===== src/rtl/fetch_resp_checker_chk_addr_fifo.sv =====
// In-order queue of granted fetch addresses. Pushes into a full queue are
// dropped unless a pop frees a slot the same cycle; pops of an empty queue are ignored.
module chk_addr_fifo #(
  parameter int DEPTH = 4,
  parameter int WIDTH = 32
) (
  input  logic                     clk,
  input  logic                     rst_n,
  input  logic                     push_i,
  input  logic                     pop_i,
  input  logic [WIDTH-1:0]         data_i,
  output logic [WIDTH-1:0]         head_o,
  output logic                     full_o,
  output logic                     empty_o,
  output logic [$clog2(DEPTH):0]   count_o
);
  localparam int PW = $clog2(DEPTH);
  localparam logic [PW:0]   CNT_FULL = DEPTH;
  localparam logic [PW:0]   CNT_ONE  = 1;
  localparam logic [PW-1:0] PTR_ONE  = 1;

  logic [WIDTH-1:0] mem_q [DEPTH];
  logic [PW-1:0]    wr_ptr_q, wr_ptr_d;
  logic [PW-1:0]    rd_ptr_q, rd_ptr_d;
  logic [PW:0]      count_q, count_d;
  logic             do_push, do_pop;

  always_comb begin
    do_pop   = pop_i & (count_q != '0);
    do_push  = push_i & ((count_q != CNT_FULL) | do_pop);
    wr_ptr_d = wr_ptr_q;
    rd_ptr_d = rd_ptr_q;
    count_d  = count_q;
    // Power-of-two depth: pointers wrap by natural overflow.
    if (do_push) wr_ptr_d = wr_ptr_q + PTR_ONE;
    if (do_pop)  rd_ptr_d = rd_ptr_q + PTR_ONE;
    case ({do_push, do_pop})
      2'b10:   count_d = count_q + CNT_ONE;
      2'b01:   count_d = count_q - CNT_ONE;
      default: count_d = count_q;
    endcase
  end

  always_ff @(posedge clk or negedge rst_n) begin
    if (!rst_n) begin
      wr_ptr_q <= '0;
      rd_ptr_q <= '0;
      count_q  <= '0;
    end else begin
      wr_ptr_q <= wr_ptr_d;
      rd_ptr_q <= rd_ptr_d;
      count_q  <= count_d;
    end
  end

  always_ff @(posedge clk) begin
    if (do_push) mem_q[wr_ptr_q] <= data_i;
  end

  assign head_o  = mem_q[rd_ptr_q];
  assign full_o  = (count_q == CNT_FULL);
  assign empty_o = (count_q == '0);
  assign count_o = count_q;

endmodule


===== config.mk =====
export PLATFORM = sky130hd
export DESIGN_NAME = chk_addr_fifo
export DESIGN_NICKNAME = d
export VERILOG_FILES = /design/src/rtl/fetch_resp_checker_chk_addr_fifo.sv
export SDC_FILE = /design/constraint.sdc
export NUM_CORES = 1
export LEC_CHECK = 0
export ABC_CLOCK_PERIOD_IN_PS = 2000
export BUFFER_PORTS_ARGS = -buffer_cell sky130_fd_sc_hd__buf_2
export CORE_MARGIN = 2
export CORE_UTILIZATION = 35
export CTS_BUF_LIST = sky130_fd_sc_hd__clkbuf_4 sky130_fd_sc_hd__clkbuf_8 sky130_fd_sc_hd__clkbuf_16
export CTS_CLUSTER_DIAMETER = 120
export CTS_CLUSTER_SIZE = 25
export DETAILED_ROUTE_END_ITERATION = 10
export GPL_TIMING_DRIVEN = 0
export HOLD_SLACK_MARGIN = 0.03
export MAX_ROUTING_LAYER = met4
export PLACE_DENSITY = 0.53
export RECOVER_POWER = 50
export SLEW_MARGIN = 20
export SYNTH_ARGS = -nofsm -noshare
export SYNTH_HDL_FRONTEND = slang
export SYNTH_SLANG_ARGS = --single-unit

===== constraint.sdc =====
create_clock -name clk -period 2 [get_ports clk]
set_input_delay 0.4 -clock clk [delete_from_list [all_inputs] [get_ports clk]]
set_output_delay 0.4 -clock clk [all_outputs]
set_load 0.1 [all_outputs]

* Yosys cells after proc, flatten, opt, wreduce, memory -nomap -nowiden
Memories as Yosys holds them, arrays and structs flattened. Cells that the tools add are included.
Storage, ports and cells: word-level logic and storage cells 21, memory bits (writable) 128, input bits 36, output and inout port bits 37, memories kept 1, flip-flop bits (word level) 7
Operators by class: bitwise gates (word level) 3, reductions and logical operators 3, equality and inequality tests 4, add/sub/neg operators 4, multiplexer cells 3
Memory list:
- mem_q | words 4, width 32, read ports 1, clocked after memory_dff 0, wr ports 1, line 22 | logic [WIDTH-1:0] mem_q [DEPTH];
Operators by type and width (number):
- $pmux W3 S2 | 1
- $add A2 B1 Y2 const B | 2
- $add A3 B1 Y3 const B | 1
- $eq A3 B3 Y1 const B | 1
- $logic_not A3 Y1 | 1
- $ne A3 B3 Y1 const B | 1
- $reduce_bool A3 Y1 | 1
- $sub A3 B1 Y3 const B | 1
- $and A1 B1 Y1 | 2
- $eq A2 B1 Y1 const B | 1
- $eq A2 B2 Y1 const B | 1
- $mux W1 | 2
- $reduce_bool A2 Y1 | 1
- $or A1 B1 Y1 | 1

* Logic depth before layout (Yosys ltp)
depth after elaboration 6, mapped depth 7, depth with buffers taken out 7

* Worst setup path after synthesis
OpenSTA, ideal clock, no wires.
kind register to register, start point register count_q[0], in the netlist count_o[0], end point register count_q[1], in the netlist count_o[1], buffers on the path 0, setup slack -2.469 ns, period minus slack after synthesis 4.469 ns, data required time 1.913 ns, setup time 0.087 ns, arrival time 4.381 ns, stages on the path, launching flop included 8, cell sequence dfrtp_1 > nor3_1 > nand2b_1 > or2_2 > fa_1 > o21ba_2 > o211ai_1 > a22oi_1
Between the ends: longest elaborated chain between the ends 6, elaborated cells on any way between the ends 11, classes of those cells add/sub: 2; eq/ne: 3; mux: 1; bitwise: 3; reduce/logical: 2
Ends and longest elaborated chain:
- from (decl) | line 25 | logic [PW:0] count_q, count_d;
- from (signal assigned) | line 52 | count_q <= count_d;
- $reduce_bool A3 Y1 | line 29 | do_pop = pop_i & (count_q != '0);
- $and A1 B1 Y1 | line 29
- $or A1 B1 Y1 | line 30 | do_push = push_i & ((count_q != CNT_FULL) | do_pop);
- $and A1 B1 Y1 | line 30
- $eq A2 B1 Y1 or $eq A2 B2 Y1 (tied branches) | line 37 | case ({do_push, do_pop})
- $pmux W3 S2 or $reduce_bool A2 Y1 (tied branches)
Several ways; a longest one is shown, not always the timed one. A chain may end at the register's enable or synchronous reset.

* Worst setup path after layout
start point register rd_ptr_q[0], end point output port head_o[1]
Between the ends: longest elaborated chain between the ends 1
Ends and longest elaborated chain:
- from (decl) | line 24 | logic [PW-1:0] rd_ptr_q, rd_ptr_d;
- from (signal assigned) | line 51 | rd_ptr_q <= rd_ptr_d;
- $mem_v2 Z4 W32
- to (decl) | line 12 | output logic [WIDTH-1:0] head_o,
No other way between the ends.

==> summary.md <==
| Metric | Value |
|---|---|
| Critical Path AT | 1.81 ns |
| Max-cap violations | 0 |
| Core area | 14420 um^2 |
| Count leader, synth | edfxtp_1 |
| Final Hold Vio Count | 0 |
| Post-Syn Area | 5114 um^2 |
| Diode count | 0 |
| Final ANT Viol Nets | 0 |
| CTS Sinks | 135 |
| Initial DRC count | 143 |
| Worst Setup End Kind | output pin |
| CTS HTree Levels | 4 |
| Status | complete, but fails checks |
| CTS Buf Count | 17 |
| WL per Instance | 18.63 um |
| Placed cells | 475 |
| Unrepaired setup endpoints after global routing | true |
| Port Buffer Count | 72 |
| Total global routing overflow | 0 |
| Mapped Cells | 219 |
| First-pass GRT wire length | 14770 um |
| Highest clock rate | 452.6 MHz |
| Ys Warns | 0 |
| Util after Layout | 0.4699 |
| Hold_sp | data_i[27] |
| CP most frequent cell | buf_6 |
| Number of remaining DRC errors | 0 |
| Detailed Place HPWL | 5510 um |
| Seq/Total Area, Yosys | 0.7859 |
| Pre-CTS setup slack | -0.3966 ns |
| Min Tclk post-route | 2.209 ns |
| IO Pins | 73 |
| Failing checks | negative setup slack |
| Synth top area share | 0.7517 |
| Max FO, Critical Path | 7 |
| Die Wd | 124.9 um |
| Setup slack after layout | -0.2094 ns |
| Largest net degree at the start of global routing | 33 |
| Via Count | 2477 |
| Fin. max-slew vios | 0 |
| FP Rows | 44 |
| CP startpoint | rd_ptr_q[0]$_DFFE_PN0N_ |
| Slowest-stage cell, CP | mux4_2 |
| Nets | 364 |
| Leading area contributor after synthesis | edfxtp_1 |
| Crit-path cells | buf_6 -> buf_4 -> buf_6 -> mux4_2 -> buf_12 |
| Worst-path clk slew | 0.06 ns |
| Total global-route track usage | 0.1342 |
| Final cell count without fillers | 520 |
| Worst Setup Start Kind | flip-flop |
| Mapped Nets | 260 |
| Top area cells in the synthesized netlist | edfxtp_1 75%, mux4_2 14%, dfrtp_1 3.4% |
| Die height | 124.9 um |
| Top_reg_cell synth | edfxtp_1 |
| Die area | 15590 um^2 |
| Initial antenna violation count | 0 |
| Skew final | 0.01027 ns |
| Layout cells sized above 1 | 0.4196 |
| Synthesized flop and latch total | 135 |
| Vias in the first global route | 2687 |
| Synth cell count leaders | 128 x edfxtp_1, 32 x mux4_2, 7 x buf_2, 7 x dfrtp_1, 5 x inv_1 |
| Syn Area/Cell | 23.35 um^2 |
| Max Root-Sink Buffers | 2 |
| Area grow syn2layout | 32.54% |
| Final setup vio count | 33 |
| Root Driver | clkbuf_16 |
| Initial core utilization | 0.3545 |
| HP Class | in2reg |
| CTS tree | done |
| Final period util | 1.105 |
| Drt via density | 4.763 |
| Crit path max-delay family | buffers and inverters |
| Routability congestion estimate | 0.6510 |
| Crit path largest cell delay | 0.52 ns |
| Worst path bufs/invs | 4 |
| R2r startpoint | count_o[1]$_DFFE_PN0P_ |
| CP Class | reg2out |
| Worst Tran Pin Value | 0.5537 ns |
| Post-synth EDFFs | 128 |
| Final wirelength | 9689 um |
| Post-synth ARST share | 0.05185 |
| Slew headroom | 0.6308 |
| Worst skew pair latency | 0.41 ns |
| Post-synthesis cell type count | 30 |
| CP required | 1.60 ns |
| Fin Hold WS | 0.2565 ns |
| DRT Pass-1 Iters | 4 |
==> metrics by stage <==
stage	setup TNS [ns]	cell area, um^2
finish	-5.634	6778
global route	-8.233	6778
CTS	-6.961	6773
detailed placement	-8.238	5741
global placement	-7.949	5741
floorplan	-1.546	5150
==> worst paths after layout <==
path                                            to  slack, ns  depth (start not counted)
max                                      head_o[1]      -0.21                          5
min                         mem_q[3][27]$_DFFE_PP_       0.26                          1
max reg2reg                 count_o[1]$_DFFE_PN0P_          0                          7
min reg2reg                wr_ptr_q[1]$_DFFE_PN0P_       0.60                          1
max in group asynchronous   count_o[0]$_DFFE_PN0P_       1.22                          2
min in group asynchronous  wr_ptr_q[1]$_DFFE_PN0P_       0.43                          2
==> metal layers <==
| layer | GRT usage | up-vias | part of all wire |
|---|---|---|---|
| li1 | - | 1124 | - |
| met4 | 0.05490 | 0 | 0.0097 |
| met2 | 0.2186 | 55 | 0.52 |
| met1 | 0.1532 | 1291 | 0.42 |
| met3 | 0.04510 | 7 | 0.054 |
| met5 | - | - | 0 |
==> placed cells by master (no fill, tap or decap), types with 7 or more instances in the layout <==
master / n
edfxtp_1: 128
clkbuf_1: 33
mux4_2: 32
buf_6: 31
clkbuf_16: 17
buf_4: 12
buf_2: 7
buf_12: 7
clkbuf_8: 7
==> area by class of cell <==
| class | count | area [um^2] |
|---|---|---|
| multi-input cells | 69 | 1065 |
| plain buffers | 9 | 116.4 |
| fillers | 1274 | 7646 |
| flip-flops and latches | 135 | 4030 |
| repair buffers | 86 | 681.9 |
| well taps | 184 | 230.2 |
| inverters | 5 | 22.52 |
| clock inverters | 7 | 115.1 |
| clock buffers | 25 | 516.7 |
==> kinds of logic (layout without fill, tap and decap cells) <==
logic type	Yosys count	in the layout	synth area share
simple gates	18	18	0.02153
mux	33	33	0.1439
compound gates	8	8	0.01370
buf+inv	15	132	0.01272
flops	135	135	0.7859
fa+ha+maj	5	5	0.01370
xor+xnor	5	5	0.008565
==> state kept, by name (all words and copies together), names as in the netlist <==
name,cells
rd_ptr_q,2
mem_q,128
wr_ptr_q,2
count_o,3
==> what timing repair did <==
action                                  in CTS  in global routing
setup buffers                               10                  3
endpoints found under the hold margin        7                  0
endpoints found under the setup margin      35                 35
cloned                                       0                  0
resized for setup                           95                  6
hold buffers                                 1                  0
pin swaps                                    3                  4
Power is not shown: default switching activity piles up to over one toggle a cycle in this logic, so the estimate is an artifact.
